==> config.mk <==
export PLATFORM = sky130hd
export DESIGN_NAME = vga_timing_gen
export DESIGN_NICKNAME = d
export VERILOG_FILES = /design/src/rtl/vga_timing_gen.sv
export SDC_FILE = /design/constraint.sdc
export NUM_CORES = 1
export LEC_CHECK = 0
export BUFFER_PORTS_ARGS = -buffer_cell sky130_fd_sc_hd__buf_2
export CAP_MARGIN = 10
export CORE_MARGIN = 2
export CORE_UTILIZATION = 53
export CTS_CLUSTER_SIZE = 20
export DETAILED_ROUTE_END_ITERATION = 8
export GPL_ROUTABILITY_DRIVEN = 0
export HOLD_SLACK_MARGIN = 0.12
export PLACE_DENSITY_LB_ADDON = 0.15
export SYNTH_ARGS = -nofsm -noshare
export SYNTH_HDL_FRONTEND = slang
export SYNTH_SLANG_ARGS = --single-unit
==> constraint.sdc <==
create_clock -name clk_in -period 2.8 [get_ports clk_in]
set_input_delay 0.7 -clock clk_in [delete_from_list [all_inputs] [get_ports clk_in]]
set_output_delay 0.7 -clock clk_in [all_outputs]
set_load 0.05 [all_outputs]
==> src/rtl/vga_timing_gen.sv <==
// vga_timing_gen: parametrised VGA raster engine.
// Builds a pixel clock from clk_in, runs the horizontal and vertical raster
// counters, requests pixels by coordinate (stage 1), and drives registered
// sync, data-enable and RGB one pixel later (stage 2).
// Optional macro VGA_TEST_PATTERN_EN adds a pattern_on input that replaces
// rgb_in with 8 vertical colour bars.
module vga_timing_gen #(
  parameter int H_ACTIVE = 640,
  parameter int H_FP     = 16,
  parameter int H_SYNC   = 96,
  parameter int H_BP     = 48,
  parameter int V_ACTIVE = 480,
  parameter int V_FP     = 10,
  parameter int V_SYNC   = 2,
  parameter int V_BP     = 33,
  parameter int HS_POL   = 0,
  parameter int VS_POL   = 0,
  parameter int CLK_DIV  = 2,
  parameter int COLOR_W  = 8
) (
  input  logic                     clk_in,
  input  logic                     rst,
  input  logic                     enable,
`ifdef VGA_TEST_PATTERN_EN
  input  logic                     pattern_on,
`endif
  input  logic [3*COLOR_W-1:0]     rgb_in,
  output logic                     pix_req,
  output logic [$clog2(H_ACTIVE+H_FP+H_SYNC+H_BP)-1:0] pix_x,
  output logic [$clog2(V_ACTIVE+V_FP+V_SYNC+V_BP)-1:0] pix_y,
  output logic                     clk_out,
  output logic [COLOR_W-1:0]       r,
  output logic [COLOR_W-1:0]       g,
  output logic [COLOR_W-1:0]       b,
  output logic                     h_sync,
  output logic                     v_sync,
  output logic                     de,
  output logic                     frame_start
);

  localparam int H_TOTAL = H_ACTIVE + H_FP + H_SYNC + H_BP;
  localparam int V_TOTAL = V_ACTIVE + V_FP + V_SYNC + V_BP;
  localparam int XW      = $clog2(H_TOTAL);
  localparam int YW      = $clog2(V_TOTAL);
  localparam int DW      = $clog2(CLK_DIV);

  localparam logic [DW-1:0] DIV_LAST = DW'(CLK_DIV - 1);
  localparam logic [DW-1:0] DIV_HALF = DW'(CLK_DIV / 2);

  localparam logic [XW-1:0] H_LAST  = XW'(H_TOTAL - 1);
  localparam logic [XW-1:0] H_ACT_C = XW'(H_ACTIVE);
  localparam logic [XW-1:0] HS_BEG  = XW'(H_ACTIVE + H_FP);
  localparam logic [XW-1:0] HS_END  = XW'(H_ACTIVE + H_FP + H_SYNC - 1);

  localparam logic [YW-1:0] V_LAST  = YW'(V_TOTAL - 1);
  localparam logic [YW-1:0] V_ACT_C = YW'(V_ACTIVE);
  localparam logic [YW-1:0] VS_BEG  = YW'(V_ACTIVE + V_FP);
  localparam logic [YW-1:0] VS_END  = YW'(V_ACTIVE + V_FP + V_SYNC - 1);

  localparam logic HS_LVL = (HS_POL != 0);
  localparam logic VS_LVL = (VS_POL != 0);

  // Parameter sanity checks at elaboration time
  if (CLK_DIV < 2 || (CLK_DIV % 2) != 0) begin : g_bad_div
    $error("vga_timing_gen: CLK_DIV must be even and >= 2");
  end
  if (H_ACTIVE == 0 || H_FP == 0 || H_SYNC == 0 || H_BP == 0 ||
      V_ACTIVE == 0 || V_FP == 0 || V_SYNC == 0 || V_BP == 0) begin : g_bad_timing
    $error("vga_timing_gen: timing parameters must be non-zero");
  end

  logic [DW-1:0] div_cnt;
  logic [DW-1:0] div_nxt;
  logic          tick;
  logic [XW-1:0] h_cnt;
  logic [YW-1:0] v_cnt;
  logic          h_wrap;
  logic          v_wrap;
  logic          hs_active;
  logic          vs_active;
  logic [3*COLOR_W-1:0] px_rgb;

  // Divider phase, pixel tick and sync windows decoded from stage-1 position
  always_comb begin
    tick      = enable && (div_cnt == DIV_LAST);
    div_nxt   = tick ? '0 : div_cnt + DW'(1);
    h_wrap    = (h_cnt == H_LAST);
    v_wrap    = (v_cnt == V_LAST);
    hs_active = (pix_x >= HS_BEG) && (pix_x <= HS_END);
    vs_active = (pix_y >= VS_BEG) && (pix_y <= VS_END);
  end

`ifdef VGA_TEST_PATTERN_EN
  localparam int BAR_W = H_ACTIVE / 8;
  if (BAR_W == 0) begin : g_bad_bar
    $error("vga_timing_gen: H_ACTIVE must be >= 8 for the test pattern");
  end
  localparam logic [XW-1:0] BAR_W_C = XW'(BAR_W);
  logic [XW-1:0] bar_k;

  // Colour source: upstream pixel or bar colour derived from requested column
  always_comb begin
    bar_k  = pix_x / BAR_W_C;
    px_rgb = rgb_in;
    if (pattern_on) begin
      px_rgb = {{COLOR_W{bar_k[2]}}, {COLOR_W{bar_k[1]}}, {COLOR_W{bar_k[0]}}};
    end
  end
`else
  // Colour source: upstream pixel passed straight through
  always_comb begin
    px_rgb = rgb_in;
  end
`endif

  // Pixel-clock divider; clk_out tracks the phase that div_cnt is about to take
  always_ff @(posedge clk_in or posedge rst) begin
    if (rst) begin
      div_cnt <= '0;
      clk_out <= 1'b0;
    end else if (enable) begin
      div_cnt <= div_nxt;
      clk_out <= (div_nxt >= DIV_HALF);
    end
  end

  // Raster counters and both output stages, all advancing on the pixel tick
  always_ff @(posedge clk_in or posedge rst) begin
    if (rst) begin
      h_cnt       <= '0;
      v_cnt       <= '0;
      pix_req     <= 1'b0;
      pix_x       <= '0;
      pix_y       <= '0;
      de          <= 1'b0;
      r           <= '0;
      g           <= '0;
      b           <= '0;
      h_sync      <= ~HS_LVL;
      v_sync      <= ~VS_LVL;
      frame_start <= 1'b0;
    end else begin
      frame_start <= tick && (h_cnt == '0) && (v_cnt == '0);
      if (tick) begin
        h_cnt <= h_wrap ? '0 : h_cnt + XW'(1);
        if (h_wrap) begin
          v_cnt <= v_wrap ? '0 : v_cnt + YW'(1);
        end
        pix_x   <= h_cnt;
        pix_y   <= v_cnt;
        pix_req <= (h_cnt < H_ACT_C) && (v_cnt < V_ACT_C);
        de      <= pix_req;
        {r, g, b} <= pix_req ? px_rgb : '0;
        h_sync  <= hs_active ? HS_LVL : ~HS_LVL;
        v_sync  <= vs_active ? VS_LVL : ~VS_LVL;
      end
    end
  end

endmodule
==> results_dict.tcl <==
set metrics [dict create \
    status "completed" \
    drt_iter0_markers 164 \
    wl_met2_um 3250 \
    setup_viol 0 \
    start_kind "register" \
    grt_max_degree 71 \
    layout.cells.non_filler 474 \
    cpPeakStageDelay_ns 0.50 \
    finalHoldViolations 0 \
    synth.area.mux_share 0.006565 \
    yosys.area.top_type "dfrtp_1" \
    synth_top_family_by_area "simple AND/OR/NAND/NOR gates" \
    clock_sinks 70 \
    ctsResizeCount 0 \
    wl_um 6742 \
    ys_types 43 \
    io_pins 77 \
    wl_met1_um 3068 \
    grt_pass1_vias 2449 \
    avgSynthCellArea_um2 9.382 \
    fin_crit_sh 0.6635 \
    wl_met3_um 356 \
    required_ns 3.06 \
    synth_flop_cell "dfrtp_1" \
    cp_slowest_cell "dfrtp_1" \
    cts_buffer_depth 2 \
    ir_drop_v 0.0003969 \
    final_net_count 428 \
    fin_setup_tns_ns 0 \
    dr.pass1.iters 4 \
    synth_top_cell_area_share 0.5581 \
    synth-edff-count 0 \
    ys_top_cells_by_area "dfrtp_1 56%, nand2_1 14%, nand3_1 6.1%" \
    endpoint_kind "register" \
    worst_pin_slew_ns 0.4079 \
    p_per_area_mw_per_mm2 761.9 \
    syn_area_mm2 0.003049 \
    clk_pin_slew_worst_paths_ns 0.07 \
    synth_fa_ha_area_frac 0.01641 \
    cellLeakagePower_nw 2.032 \
    crit_arrival_ns 2.12 \
    gr-total-overflow 0 \
    ctsHoldBuffers 0 \
    hpwl_um 4489 \
    wl_per_cell_um 14.22 \
    cts_tree "yes" \
    fin_area_mm2 0.003665 \
    core_mm2 0.005540 \
    antenna_cells 0 \
    slew_viol_final 0 \
    fp.dieH_um 79.85 \
    ys_async_sr_fraction 1.000 \
    path_cells "and3_1 -> nand4_2 -> o31a_1 -> a31oi_1" \
    start_util 0.5504 \
    rsz0062_at_grt "false" \
    core.rowCount 27 \
    track_usage 0.2283 \
    die_x_um 79.85 \
    drive_above_1_share 0.2587 \
    ant_nets 0 \
    place_area_mm2 0.003472 \
    htree_levels 3 \
    synth-seq-cells 70 \
    num-fill-cells 477 \
    viasPerCell 5.297 \
    skew_ns 0.007037 \
    max_freq_ghz 0.5383 \
    antenna_found_initial 0 \
    cp_max_fo 10 \
    relSlewSlack 0.7271 \
    dp_cells 458 \
    drc 0 \
    seq_area_frac_synth 0.5753 \
    portBuffers 76 \
    clock-root-buffer "clkbuf_8" \
    synth_compound_area_frac 0.05375 \
    setup_slack_ns 0.9422 \
    hold_path_class "in -> async" \
    cts_made_buffers 9 \
    grt_pass1_wl_um 11260 \
    hold-worst-slack_ns 0.4246 \
    ys_warn_count 0 \
    cts_setup_buffers 0 \
    area.growth.synth_to_final_pct 20.19 \
    dp_slack_ns 0.7586 \
    die-area_mm2 0.006376 \
    synth_nets 356 \
    max_cap_violations 0 \
    synth-xor-area-share 0.02011 \
    period_needed_ns 1.858 \
    synth-simple-area-share 0.2885 \
    worstSkewPairLatency_ns 0.34 \
    synthCells 325 \
    dr.max_layer_used "met4" \
    via_count 2511 \
    critPathKind "reg -> reg" \
]
==> registers in the layout, summed over array words and instances (netlist names) <==
signal       cells
pix_x           10
v_cnt           10
de               1
pix_req          1
h_sync           1
v_sync           1
h_cnt           10
frame_start      1
r                8
g                8
pix_y           10
b                8
clk_out          1
==> kinds of logic (layout without fill, tap and decap cells) <==
group | Yosys count | in the layout
flops | 70 | 70
buf+inv | 26 | 103
xor+xnor | 7 | 7
mux | 2 | 2
compound gates | 27 | 27
simple gates | 189 | 189
fa+ha+maj | 4 | 4
==> metrics by stage <==
stage	total power [W]	util
finish	0.002792	0.6615
detailed placement	0.002023	0.6267
floorplan	0.001834	-
global route	0.002940	0.6615
global placement	0.002008	0.6267
CTS	0.002820	0.6615
==> synthesized netlist by cell type, types with 3 or more instances <==
cell	number
nor2_1	5
dfrtp_1	68
inv_1	7
o21ai_1	7
nand2_1	114
o21ai_0	8
clkbuf_1	7
buf_1	6
nand4_1	7
o31ai_1	4
nand3_1	37
buf_2	3
ha_1	4
and3_1	6
xnor2_1	5
==> critical path: cells and delay by family, from the launching register on <==
family           cells  cell delay, ns
AND/OR/NAND/NOR      2            0.77
AO/OA/AOI/OAI        2            0.51
flip-flops           1            0.50
==> area by class of cell <==
class | count | area [um2] | share of cell area
flip-flops and latches | 70 | 1754 | 0.4787
multi-input cells | 229 | 1179 | 0.3216
repair buffers | 80 | 422.9 | 0.1154
clock buffers | 12 | 145.1 | 0.03960
well taps | 72 | 90.09 | 0.02458
clock inverters | 4 | 47.55 | 0.01297
inverters | 7 | 26.28 | 0.007170
==> final timing paths <==
kind                          start  endpoint  slack (ns)  cells past startpoint
hold / removal                  rst      b[7]        0.42                      3
max in group asynchronous       rst    h_sync        2.05                      3
setup reg to reg           h_cnt[2]  v_cnt[9]        0.94                      4
setup / recovery           h_cnt[2]  v_cnt[9]        0.94                      4
min in group clk_in            r[5]      r[5]        0.46                      2
hold reg to reg                r[5]      r[5]        0.46                      2
==> power by group <==
| group | leakage, nW | switching [W] | internal [W] | total, W |
|---|---|---|---|---|
| clock network | 0.0964 | 0.000358 | 0.000433 | 0.000791 |
| logic | 1.01 | 0.000561 | 0.000173 | 0.000734 |
| registers | 0.924 | 0.000134 | 0.00113 | 0.00127 |
| total | 2.03 | 0.00105 | 0.00174 | 0.00279 |
==> layout by cell type, fill, tap and decap left out, drive strengths merged, types with 3 or more instances in the layout <==
| cell | instances |
|---|---|
| dfrtp | 68 |
| buf | 80 |
| and3 | 6 |
| nand2 | 116 |
| clkbuf | 12 |
| o31ai | 4 |
| nor2 | 5 |
| nand3 | 37 |
| nand4 | 9 |
| xnor2 | 5 |
| o21ai | 15 |
| nor3 | 3 |
| ha | 4 |
| inv | 7 |
==> per-layer routing <==
layer | GRT usage | up-vias
li1 | - | 1228
met1 | 0.3102 | 1210
met2 | 0.3538 | 67
met3 | 0.05204 | 6
met4 | 0.09831 | 0
met5 | 0 | -
No activity file was read; power rests on OpenSTA's default activity.
